### src/rtl/nx_bit_walker.sv
// rtl/nx_bit_walker.sv - walks a bit mask, emitting set-bit indices lowest first
// Optional abort port/logic enabled by defining NX_BIT_WALKER_ABORT_EN.

module nx_clz #(
  parameter int       WIDTH         = 8,
  parameter bit       REVERSE_INPUT = 1'b0,
  parameter int       CNT_WIDTH     = $clog2(WIDTH) + 1
) (
  input  logic [WIDTH-1:0]     i_data,
  output logic [CNT_WIDTH-1:0] o_count
);

  logic [WIDTH-1:0] data_v;

  always_comb begin
    data_v = i_data;
    if (REVERSE_INPUT) begin
      for (int i = 0; i < WIDTH; i++) begin
        data_v[i] = i_data[WIDTH-1-i];
      end
    end
  end

  // Ascending scan: the highest set bit of data_v wins, giving leading zeros from the MSB.
  always_comb begin
    o_count = CNT_WIDTH'(WIDTH);
    for (int i = 0; i < WIDTH; i++) begin
      if (data_v[i]) begin
        o_count = CNT_WIDTH'(WIDTH - 1 - i);
      end
    end
  end

endmodule

module nx_bit_walker #(
  parameter int WIDTH     = 8,
  parameter int IDX_WIDTH = $clog2(WIDTH),
  parameter int CNT_WIDTH = $clog2(WIDTH) + 1
) (
  input  logic                 i_clk,
  input  logic                 i_rst_n,
  input  logic [WIDTH-1:0]     i_mask,
  input  logic                 i_mask_valid,
  output logic                 o_mask_ready,
  output logic [IDX_WIDTH-1:0] o_index,
  output logic                 o_last,
  output logic                 o_empty,
  output logic [CNT_WIDTH-1:0] o_count,
  output logic                 o_valid,
`ifdef NX_BIT_WALKER_ABORT_EN
  input  logic                 i_abort,
`endif
  input  logic                 i_ready
);

  typedef enum logic {
    ST_IDLE = 1'b0,
    ST_EMIT = 1'b1
  } state_t;

  state_t               state_q, state_d;
  logic [WIDTH-1:0]     remaining_q, remaining_d;
  logic                 zero_flag_q, zero_flag_d;
  logic [CNT_WIDTH-1:0] count_q, count_d;

  logic [CNT_WIDTH-1:0] tz_count;
  logic                 tz_none;
  logic [WIDTH-1:0]     remaining_low_cleared;
  logic                 emit;
  logic                 last_beat;
  logic                 handshake;
  logic                 abort_req;

  nx_clz #(
    .WIDTH         (WIDTH),
    .REVERSE_INPUT (1'b1),
    .CNT_WIDTH     (CNT_WIDTH)
  ) u_tz (
    .i_data  (remaining_q),
    .o_count (tz_count)
  );

  assign tz_none               = (tz_count == CNT_WIDTH'(WIDTH));
  assign remaining_low_cleared = remaining_q & (remaining_q - WIDTH'(1));
  assign emit                  = (state_q == ST_EMIT);
  assign last_beat             = zero_flag_q | (remaining_low_cleared == '0);
  assign handshake             = emit & i_ready;

`ifdef NX_BIT_WALKER_ABORT_EN
  assign abort_req = emit & i_abort;
`else
  assign abort_req = 1'b0;
`endif

  // Outputs are decoded purely from registered state, so backpressure holds them stable.
  always_comb begin
    o_mask_ready = ~emit;
    o_valid      = emit;
    o_index      = '0;
    o_last       = 1'b0;
    o_empty      = 1'b0;
    o_count      = '0;
    if (emit) begin
      o_index = (zero_flag_q | tz_none) ? '0 : tz_count[IDX_WIDTH-1:0];
      o_last  = last_beat;
      o_empty = zero_flag_q;
      o_count = count_q;
    end
  end

  always_comb begin
    state_d     = state_q;
    remaining_d = remaining_q;
    zero_flag_d = zero_flag_q;
    count_d     = count_q;
    case (state_q)
      ST_IDLE: begin
        if (i_mask_valid) begin
          remaining_d = i_mask;
          zero_flag_d = (i_mask == '0);
          count_d     = '0;
          state_d     = ST_EMIT;
        end
      end
      ST_EMIT: begin
        if (handshake) begin
          // Clearing the lowest set bit is the same as clearing bit o_index.
          remaining_d = remaining_low_cleared;
          count_d     = count_q + CNT_WIDTH'(1);
          if (last_beat) begin
            state_d = ST_IDLE;
          end
        end
        if (abort_req) begin
          remaining_d = '0;
          state_d     = ST_IDLE;
        end
      end
      default: state_d = ST_IDLE;
    endcase
  end

  always_ff @(posedge i_clk or negedge i_rst_n) begin
    if (!i_rst_n) begin
      state_q     <= ST_IDLE;
      remaining_q <= '0;
      zero_flag_q <= 1'b0;
      count_q     <= '0;
    end else begin
      state_q     <= state_d;
      remaining_q <= remaining_d;
      zero_flag_q <= zero_flag_d;
      count_q     <= count_d;
    end
  end

endmodule

### config.mk
export PLATFORM = sky130hd
export DESIGN_NAME = nx_bit_walker
export DESIGN_NICKNAME = d
export VERILOG_FILES = /design/src/rtl/nx_bit_walker.sv
export SDC_FILE = /design/constraint.sdc
export NUM_CORES = 1
export LEC_CHECK = 0
export ABC_AREA = 1
export CAP_MARGIN = 20
export CORE_UTILIZATION = 35
export CTS_BUF_LIST = sky130_fd_sc_hd__clkbuf_8
export DETAILED_ROUTE_END_ITERATION = 10
export PLACE_DENSITY = 0.66
export SYNTH_ARGS = -nofsm -noshare
export SYNTH_HDL_FRONTEND = slang
export SYNTH_SLANG_ARGS = --single-unit
export TNS_END_PERCENT = 100
### constraint.sdc
create_clock -name i_clk -period 2.7 [get_ports i_clk]
set_input_delay 0.54 -clock i_clk [delete_from_list [all_inputs] [get_ports i_clk]]
set_output_delay 0.54 -clock i_clk [all_outputs]
set_load 0.01 [all_outputs]
==> impl_metrics.tcl, run 1 <==
set metrics [dict create \
    mostFrequentLayoutCell "nand2_1" \
    global_route.usage.met2_pct 29.3 \
    met3_track_utilization_from_global_routing_pct 3.74 \
    tritoncts_clock_tree "built" \
    chipHeight_um 53.1 \
    cts_htree_levels 1 \
    detail-route-antenna-nets 0 \
    power.leakage_nw 0.575 \
    drv_slew 0 \
    post_synth_num_cell_types 27 \
    layout_common_cells "25 x nand2_1, 22 x clkdlybuf4s50_1, 19 x inv_1" \
    placement.io_buffers 22 \
    clk_transition_reported_paths_ns 0.06 \
    ir_worst_vdd_mv 0.566 \
    clk_latency_ns 0.24 \
    design.portCount 23 \
    synth_area_um2 915 \
    yosys_register_bits 14 \
    cts_max_path_buffers 2 \
    area.growth.synth_to_final_pct 31.3 \
    placement.setup.worst_slack_ns 0.513 \
    starting_density_of_the_core_pct 36.9 \
    drv.max_cap_violation_count 0 \
    dr_total_vias 878 \
    routed_wire_length_per_instance_um 12.2 \
    synthesis.area_per_instance_um2 7.69 \
    cts_buffers 3 \
    layout.core_utilization_pct 48.5 \
    sequential_cell_area_um2 350 \
    finalSetupViolCount 0 \
    nNetsFinal 158 \
    area_of_the_die_um2 2820 \
    synth_nets 132 \
    post_cts_setup_buffer_count 0 \
    critPathLaunchType "register" \
    groute.layer.met1.usage_pct 20.7 \
    totalWireLength_um 2110 \
    ys_seq_area_share_pct 38.3 \
    ctsHoldBuffers 0 \
    fmaxAchievable_mhz 408 \
    crit_path_max_fanout 6 \
    post_synth_inst_count 119 \
    ctsRootBufferMaster "clkbuf_8" \
    worst_ep_required_time_ns 2.16 \
    run_status "completed" \
    fin_total_pwr_mw 1.36 \
    track_usage_pct 17.1 \
    timing.final.crit_share_pct 90.7 \
    gr-max-usage-layer "met2" \
    drt_pre_antenna_iters 4 \
    n_antenna_cell 0 \
    multiInputGateArea_um2 457 \
    viasPerCell 5.08 \
    first_global_vias 801 \
    final_hold_viols 0 \
    grt_pass1_wl_um 3450 \
    row_count 18 \
    setup_slack_ns 0.250 \
    post_route_cells_drive_above_1_share_pct 14.7 \
    tns_ns 0 \
    dp.final_hpwl_um 1610 \
    drc 0 \
    post-synth-top-area-cell "dfrtp_1" \
    crit_type "reg2out" \
    crit_path_end_kind "primary output" \
    final.fill_count 256 \
    grt_overflow 0 \
    cell_pwr_density_nw_per_um2 1130 \
    grt_max_degree 17 \
    die_w_um 53.1 \
    min_path_type "reg2reg" \
    drt_iter0_markers 20 \
    core_area_um2 2480 \
    cts.repair.resized 0 \
    place_congestion 0.861 \
    maxSlewHeadroom_pct 55.7 \
    synth_top_area_share_pct 38.3 \
    antenna_found_initial 0 \
    finClkSkew_ns 0.00633 \
    worst-slew-pin-transition_ns 0.663 \
    yosys_warnings 0 \
    worst_ep_arrival_time_ns 1.91 \
    cts.sink_count 14 \
    tmin_final_ns 2.45 \
    unrepaired_setup_endpoints_after_global_routing "no" \
    netlist_top_cells_area "dfrtp_1 38%, nand2_1 10%, inv_1 7.8%" \
]
-- synth_stat cells, drive strengths merged --
library cell	count
inv	20
dfrtp	14
nand2	29
nor3	1
nor4	2
a22o	1
buf	3
nand3	4
a2111oi	1
ha	1
o21ai	18
a211oi	1
o211ai	3
o22ai	2
nand4	1
a21oi	10
nor2	8
-- area by class of cell --
type	count	share of cell area [%]
sequential	14	29.2
multi-input combinational	82	38.0
clock buffer	3	3.44
tap	30	3.13
inverter	20	6.67
timing repair buffer	24	19.6
-- worst paths after layout --
check                                from        endpoint  slack (ns)  cells after the start
max in group asynchronous         i_rst_n  remaining_q[3]        1.57                      1
setup / recovery           remaining_q[1]          o_last        0.25                      6
hold reg to reg                count_q[2]      count_q[2]        0.49                      1
min in group asynchronous         i_rst_n  remaining_q[1]        0.70                      1
hold / removal                 count_q[2]      count_q[2]        0.49                      1
setup reg to reg                  o_valid      count_q[3]        1.21                      6
-- cell families after synthesis --
| logic type | count (synthesis) | synth area share, % |
|---|---|---|
| adder cells (fa/ha/maj) | 1 | 1.37 |
| AO/OA/AOI/OAI | 36 | 23.7 |
| buffers and inverters | 23 | 11.8 |
| AND/OR/NAND/NOR | 45 | 24.9 |
| flip-flops | 14 | 38.3 |
-- state kept, by name, indices dropped and copies added (netlist names) --
register and cells:
zero_flag_q 1, o_valid 1, count_q 4, remaining_q 8
-- metal layers --
metal,up-vias,wire [um]
met3,2,100
li1,447,-
met4,0,9
met5,-,0
met1,410,988
met2,19,1010
-- critical path: stages, from the launching register on --
cell and delay, ns:
dfrtp_1 0.41, nor2_4 0.20, nand3_2 0.13, o21ai_2 0.17, nand3_2 0.11, a21oi_2 0.11
clkdlybuf4s50_1 0.53
-- per-stage QoR --
step,area (um2),hold WS (ns),instances
CTS,1200,0.498,173
floorplan,915,0.244,119
global route,1200,0.519,173
detailed placement,1160,0.490,170
finish,1200,0.493,173
global placement,1160,0.478,170
-- power by group --
group / internal (mW) / total (mW) / switching (mW) / leakage (nW)
logic: 0.375 / 0.800 / 0.424 / 0.376
registers: 0.289 / 0.386 / 0.0969 / 0.177
clock network: 0.0987 / 0.172 / 0.0736 / 0.0216
No activity file was read; power rests on OpenSTA's default activity.
==> run 2: changes to the inputs <==
--- a/config.mk
+++ b/config.mk
@@ -6,7 +6,6 @@
 export NUM_CORES = 1
 export LEC_CHECK = 0
 export ABC_AREA = 1
-export CAP_MARGIN = 20
 export CORE_UTILIZATION = 35
 export CTS_BUF_LIST = sky130_fd_sc_hd__clkbuf_8
 export DETAILED_ROUTE_END_ITERATION = 10
==> results of run 2 <==
The final DEF is identical to that of run 1; final timing and power are the same.
==> run 3: changes to the inputs <==
--- a/config.mk
+++ b/config.mk
@@ -6,8 +6,10 @@
 export NUM_CORES = 1
 export LEC_CHECK = 0
 export ABC_AREA = 1
+export CORE_MARGIN = 3
 export CORE_UTILIZATION = 35
 export CTS_BUF_LIST = sky130_fd_sc_hd__clkbuf_8
+export CTS_CLUSTER_DIAMETER = 40
 export DETAILED_ROUTE_END_ITERATION = 10
 export PLACE_DENSITY = 0.66
 export SYNTH_ARGS = -nofsm -noshare
==> run 3 against run 2 <==
Count of clock-buffer cells in the layout stayed put. Maximum frequency fell by 1.1%. Sequential cell count unchanged. Wire length grew 1.7%. Largest cell class unchanged. Largest power group unchanged.
==> impl_metrics.tcl, run 3 (synthesized netlist as in run 1, its figures left out) <==
set metrics [dict create \
    cts.sink_count 14 \
    met3_length_um 114 \
    mostFrequentLayoutCell "nand2_1" \
    tritoncts_clock_tree "built" \
    crit_path_end_kind "primary output" \
    cp_cell_sequence "nor2_4, nand2_2, nand2_1, nand2_1, nor2_2, nand3_2, a21oi_2, clkdlybuf4s50_1" \
    dp.final_hpwl_um 1720 \
    detail-route-antenna-nets 0 \
    cts.repair.resized 0 \
    row_count 17 \
    crit_path_top_cell_by_count "nand2_1" \
    routed_wire_length_per_instance_um 12.6 \
    n_antenna_cell 0 \
    biggest_register "remaining_q" \
    layout_common_cells "25 x nand2_1, 22 x clkdlybuf4s50_1, 19 x inv_1" \
    clk_latency_ns 0.24 \
    finalSetupViolCount 0 \
    ctsHoldBuffers 0 \
    ir_worst_vdd_mv 0.545 \
    drv_slew 0 \
    crit_family "simple AND/OR/NAND/NOR gates" \
    rr_endpoint "count_q[3]" \
    starting_density_of_the_core_pct 39.1 \
    worst_ep_required_time_ns 2.16 \
    biggestRegsByFlops "remaining_q (8), count_q (4)" \
    worst_path_largest_cell_delay_ns 0.54 \
    dr_total_vias 887 \
    routed-wl-met2_um 1030 \
    cts_buffers 3 \
    post_cts_setup_buffer_count 0 \
    cell_pwr_density_nw_per_um2 1140 \
    run_status "completed" \
    cts_htree_levels 1 \
    crit_path_max_fanout 6 \
    antenna_found_initial 0 \
    drc 0 \
    clk_transition_reported_paths_ns 0.05 \
    layout.core_utilization_pct 50.9 \
    unrepaired_setup_endpoints_after_global_routing "no" \
    first_global_vias 844 \
    critPathSlowestCell "clkdlybuf4s50_1" \
    area.growth.synth_to_final_pct 30.2 \
    drt_pre_antenna_iters 4 \
    place_congestion 0.856 \
    wl_met1_um 963 \
    fmaxAchievable_mhz 404 \
    placement.io_buffers 22 \
    totalWireLength_um 2140 \
    tns_ns 0 \
    chipHeight_um 57.1 \
    worst_ep_arrival_time_ns 1.94 \
    min_delay_path_depth 1 \
    final_hold_viols 0 \
    cp.buffers_inverters 1 \
    critPathLaunchType "register" \
    min_path_type "reg2reg" \
    post_route_cells_drive_above_1_share_pct 14.1 \
    drv.max_cap_violation_count 0 \
    die_w_um 57.1 \
    maxSlewHeadroom_pct 56.3 \
    viasPerCell 5.22 \
    track_usage_pct 14.1 \
    hold_path_end "count_q[2]" \
    timing.final.crit_share_pct 91.7 \
    tmin_final_ns 2.48 \
    design.portCount 23 \
    ctsRootBufferMaster "clkbuf_8" \
    hold_ws_ns 0.506 \
    hp-start "count_q[2]" \
    reg2reg_setup_slack_ns 1.21 \
    route.top_layer_used "met4" \
    worst-slew-pin-transition_ns 0.654 \
    finClkSkew_ns 0.00100 \
    power.leakage_nw 0.571 \
    core_area_um2 2340 \
    crit_type "reg2out" \
    cts_max_path_buffers 2 \
    reg2reg_start "o_valid" \
    drt_iter0_markers 15 \
    grt_overflow 0 \
    grt_pass1_wl_um 3660 \
    area_of_the_die_um2 3260 \
    timing_startpoint_of_the_critical_path "remaining_q[1]" \
    grt_max_degree 17 \
    largest_reg_flops 8 \
    reg2regPathDepth 5 \
    nNetsFinal 157 \
]
==> run 3: layer usage <==
metal	vias to the layer above	global-route usage, %
li1	440	-
met1	414	17.8
met2	28	23.7
met3	5	3.17
met4	0	4.97
met5	-	0
==> run 3: layout make-up <==
cell class	instances	area, um2
Fill cell	236	1150
Sequential cell	14	350
Clock buffer	3	41.3
Multi-Input combinational cell	82	457
Tap cell	28	35.0
Inverter	20	80.1
Timing Repair Buffer	23	228
==> run 3: through the flow <==
| stage | std cells | total power [mW] | worst slack, ns | cell area, um2 |
|---|---|---|---|---|
| detailed placement | 167 | 1.19 | 0.462 | 1150 |
| floorplan | 119 | 0.902 | 0.896 | 915 |
| finish | 170 | 1.35 | 0.224 | 1190 |
| global route | 170 | 1.47 | 0.0606 | 1190 |
| global placement | 167 | 1.18 | 0.495 | 1150 |
| CTS | 170 | 1.36 | 0.201 | 1190 |
==> run 3: how the worst max path moves through the flow <==
stage                      end  slack, ns  depth (start not counted)
floorplan           o_index[2]       0.90                          3
global placement        o_last       0.50                          8
detailed placement      o_last       0.46                          8
CTS                     o_last       0.20                          8
global route            o_last       0.06                          8
finish                  o_last       0.22                          8
==> run 3: worst reg2reg max path: cells and delay by family (launching register included) <==
family | cells | cell delay (ns)
flip-flops | 1 | 0.56
AND/OR/NAND/NOR | 3 | 0.61
AO/OA/AOI/OAI | 2 | 0.20
==> run 3: report_power, final <==
part	switching (mW)	leakage (nW)	internal (mW)	total, mW
Clock	0.0704	0.0216	0.0986	0.169
Combinational	0.418	0.372	0.369	0.786
Sequential	0.109	0.177	0.289	0.398
==> variant 1: new RTL, config.mk and constraints of run 3 <==
Put a register stage on the output `o_count`, cleared by the reset. The value now appears one clock later. The other outputs are not delayed to match.
--- a/src/rtl/nx_bit_walker.sv
+++ b/src/rtl/nx_bit_walker.sv
@@ -59,6 +59,8 @@
     ST_EMIT = 1'b1
   } state_t;
 
+  logic [CNT_WIDTH-1:0] o_count_d;
+
   state_t               state_q, state_d;
   logic [WIDTH-1:0]     remaining_q, remaining_d;
   logic                 zero_flag_q, zero_flag_d;
@@ -100,12 +102,12 @@
     o_index      = '0;
     o_last       = 1'b0;
     o_empty      = 1'b0;
-    o_count      = '0;
+    o_count_d    = '0;
     if (emit) begin
       o_index = (zero_flag_q | tz_none) ? '0 : tz_count[IDX_WIDTH-1:0];
       o_last  = last_beat;
       o_empty = zero_flag_q;
-      o_count = count_q;
+      o_count_d = count_q;
     end
   end
 
@@ -155,5 +157,13 @@
     end
   end
 
+  always_ff @(posedge i_clk or negedge i_rst_n) begin
+    if (!i_rst_n) begin
+      o_count <= '0;
+    end else begin
+      o_count <= o_count_d;
+    end
+  end
+
 endmodule
 
Formal check against the unedited RTL: not equivalent (a bounded check fails within 4 cycles, from zero or initial values and one cycle with i_rst_n low).
==> variant 1 against run 3 <==
- routed wire length is 6.7% higher
- setup slack worse by 71 ps
- highest routed layer unchanged
- total power rose by 17%
- area after synthesis grew 10%
- cell area increased by 10%
- sequential power increased by 27%
- utilization shrank 0.62 points
- sequential cell count is 4 higher
==> variant 1: results (changes against run 3) <==
[finish]
clk_share=0.04190  ; +0.007241
seq_cells=18  ; +4
clkbuf_count=4  ; +1
comb.multi_input.count=83  ; +1.2%
n_all_inverters=18  ; -10%
fin_nets=160  ; +1.9%
nonClkBufAreaFrac=0.1733  ; -0.01784
drive_gt1_frac=0.1644  ; +0.02354
multiInputGateArea_um2=475.5  ; +4.1%
top_regs=remaining_q x8, count_q x4, o_count x4
nFillCells=248  ; +5.1%

[synth]
synthDistinctLibCells=26  ; -3.7%
synth.area.top_cells=dfrtp_1 45%, nand2_1 8.9%, a21oi_1 6.4%, inv_1 5.6%, o21ai_0 4.5%
syn-num-nets=134  ; +1.5%
synth-seq-area-share=0.4461  ; +0.06306

[global_routing]
use_met2=0.2191  ; -0.01741
grt_pass1_vias=877  ; +3.9%
grt_pass1_wl_um=3974  ; +8.7%
use_met3=0.03024  ; -0.001437
grt_util_all_layers=0.1472  ; +0.005964
grt_max_degree=19  ; +2

[pwr]
p_leak_nw=0.6141  ; +7.6%
switching_share=0.4235  ; -0.01753
clock_power_share=0.138  ; +0.013
p_seq_frac=0.318  ; +0.024

[place]
gp_congestion=0.8705  ; +1.8%
hpwl_um=1722  ; +0.12%
place_inst=172  ; +3.0%

[route]
viasPerCell=5.114  ; -2.0%

[floorplan]
taps=30  ; +7.1%

[timing]
finalClockSkew_ps=4.244  ; +3.244 ps
worstMarginPinSlew_ps=811.8  ; +158.1 ps

[worst_setup_path]
r2r_end=remaining_q[7]$_DFFE_PN0P_
regToRegSetupSlack_ps=1170  ; -40 ps
reg2regPathDepth=7  ; +2
cp.arrival_ps=2010  ; +70 ps

[cts]
clkTransAtPathRegs_ps=70  ; +20 ps

[run_status]
status=finished clean

-- variant 1: layer usage --
metal,routed length [µm],share of wire
met3,116,0.051
met2,1047,0.46
met1,1083,0.47
met5,0,0
met4,39,0.017
-- variant 1: cells by family (layout without fill, tap and decap cells) --
kind of cell,Yosys count,in the layout,share of synthesized area
AOI/OAI and AO/OA,36,36,0.2156
xor gates and xnor gates,1,1,0.008676
adders and majority gates,1,1,0.01239
buffers and inverters,20,45,0.08301
DFF,18,18,0.4461
and+or+nand+nor,45,45,0.2342
-- variant 1: worst min-delay path by stage --
stage	cells after the start	slack [ps]	from	endpoint
CTS	1	480	count_q[3]$_DFFE_PN0P_	count_q[3]$_DFFE_PN0P_
detailed placement	1	470	count_q[3]$_DFFE_PN0P_	count_q[3]$_DFFE_PN0P_
floorplan	0	240	i_rst_n	count_q[0]$_DFFE_PN0P_
global route	1	530	count_q[3]$_DFFE_PN0P_	count_q[3]$_DFFE_PN0P_
finish	1	480	count_q[3]$_DFFE_PN0P_	count_q[3]$_DFFE_PN0P_
global placement	1	460	count_q[3]$_DFFE_PN0P_	count_q[3]$_DFFE_PN0P_
-- variant 1: metrics by stage --
stage	utilization	power (mW)	hold slack (ps)
6_report	0.5029	1.584	480.1
5_1_grt	0.5029	1.729	532.1
3_5_place_dp	0.4818	1.370	472.7
3_3_place_gp	0.4818	1.358	461.4
4_1_cts	0.5029	1.598	482.9
2_1_floorplan	-	1.059	244.4
-- variant 1: worst reg2reg max path: stages (launching register included) --
cell,delay [ps]
dfrtp_1,470
buf_4,220
nand2_2,70
inv_2,90
nor2_4,200
inv_2,130
o211ai_1,130
o21ai_1,90
==> variant 2: new RTL, settings of run 3 <==
Made on the original files. `REVERSE_INPUT`: 1'b1 -> 1'b0.
--- a/src/rtl/nx_bit_walker.sv
+++ b/src/rtl/nx_bit_walker.sv
@@ -74,7 +74,7 @@
 
   nx_clz #(
     .WIDTH         (WIDTH),
-    .REVERSE_INPUT (1'b1),
+    .REVERSE_INPUT (1'b0),
     .CNT_WIDTH     (CNT_WIDTH)
   ) u_tz (
     .i_data  (remaining_q),
Check against the original RTL: not equivalent (Yosys sat finds a counterexample within 4 cycles, from zero or initial values and one cycle with i_rst_n low).
==> variant 2 against run 3 <==
- clock power grew 23%
- area after synthesis shrank 0.96%
- cell area increased by 0.42%
- final cell count increased by 2.4%
- sequential power is 2% lower
- fmax is 1.6% lower
- total power rose by 5.0%
- routed wire length grew 3.8%
- setup slack worse by 39 ps
- synthesized cell count grew 2.5%
- via count shrank 0.56%
- sequential cell count unchanged
- register-to-register slack is essentially flat
- die area decreased by 0.86%
- largest power group unchanged
==> variant 2: results (changes against run 3) <==
[synth]
synth.area.top_cells=dfrtp_1 39%, nand2_1 8.7%, inv_1 6.2%, nor2_1 4.6%, o21ai_1 4.4%
synth-seq-area-share=0.3867  ; +0.003703
syn_inst=122  ; +2.5%
synthDistinctLibCells=26  ; -3.7%
synth-edff-count=0  ; unchanged
async_reset_ff_frac=1.000  ; unchanged
synth_common_cells=21 x nand2_1, 15 x inv_1, 14 x dfrtp_1
syn-num-nets=135  ; +2.3%

[run_status]
status=finished clean

[finish]
fin_nets=160  ; +1.9%
top_regs=remaining_q x8, count_q x4
drive_gt1_frac=0.1575  ; +0.01669
nFillCells=252  ; +6.8%
n_antenna_cell=0  ; unchanged

[pwr]
power_frac_comb=0.579  ; -0.002
p_switching_uw=625.1  ; +4.8%
ir_drop_mv=0.5509  ; +1.2%
clock_power_share=0.147  ; +0.022
power_density_mw_per_mm2=1187  ; +4.5%
p_leak_nw=0.5785  ; +1.4%

[cts]
clk_path_buf_depth=2  ; unchanged
post_cts_resized=0  ; unchanged
clk-insertion-delay-late_ps=250

[timing]
min_period_over_period=0.9316  ; +0.01448
relSlewSlack=0.5571  ; -0.005792
whs_ps=499.3  ; -6.925 ps
finalClockSkew_ps=2.801  ; +1.801 ps

[place]
pre_cts_ws_ps=444.2  ; -17.36 ps
postPlaceCellArea_mm2=0.001141  ; -0.76%
gp_congestion=0.9311  ; +8.8%
port_buffers=22  ; unchanged
place_inst=170  ; +1.8%
hpwl_um=1718  ; -0.12%

[global_routing]
grt_util_all_layers=0.1521  ; +0.01088
grt_pass1_vias=861  ; +2.0%
grt_max_degree=16  ; -1
grt_pass1_wl_um=3815  ; +4.3%
antenna_found_initial=0  ; unchanged

[worst_setup_path]
startpoint=remaining_q[0]$_DFFE_PN0P_
r2r_start=o_valid$_DFF_PN0_
crit_end=o_last
reg2regPathDepth=6  ; +1
r2r_end=count_q[3]$_DFFE_PN0P_
crit_slowest_cell=clkdlybuf4s50_1
cp.arrival_ps=1980  ; +40 ps
critPathMaxStageDelay_ps=540  ; about the same
crit_path_max_fanout=6  ; unchanged

[route]
wl_per_cell_um=12.78  ; +1.4%
viasPerCell=5.069  ; -2.8%
initialDrtViolationCount=13  ; -2
wl_um=2223  ; +3.8%

[min_path]
min_path_cells=1  ; unchanged

[variant 2: per-layer routing]
metal	routed length [µm]	GRT usage
met3	123	0.03218
met1	1086	0.2053
met2	976	0.2310
met4	36	0.06954
met5	0	0
[variant 2: layout make-up]
type                       count  area, µm²  share of cell area
timing repair buffer          23      227.7              0.1904
clock buffer                   4      55.05             0.04602
multi-input combinational     84      437.9              0.3661
sequential                    14      350.3              0.2929
tap                           28      35.03             0.02929
inverter                      21      90.09             0.07531
[variant 2: cells by family after synthesis]
family	count (synthesis)	synth area share
buffers and inverters	24	0.1298
adders and majority gates	1	0.01381
DFF	14	0.3867
and+or+nand+nor	55	0.2887
AOI/OAI and AO/OA	28	0.1810
[variant 2: critical path, delay by kind of cell, from the launching register on]
family	cells	cell delay [ps]
AOI/OAI and AO/OA	1	110
buffers and inverters	1	540
DFF	1	430
and+or+nand+nor	6	650
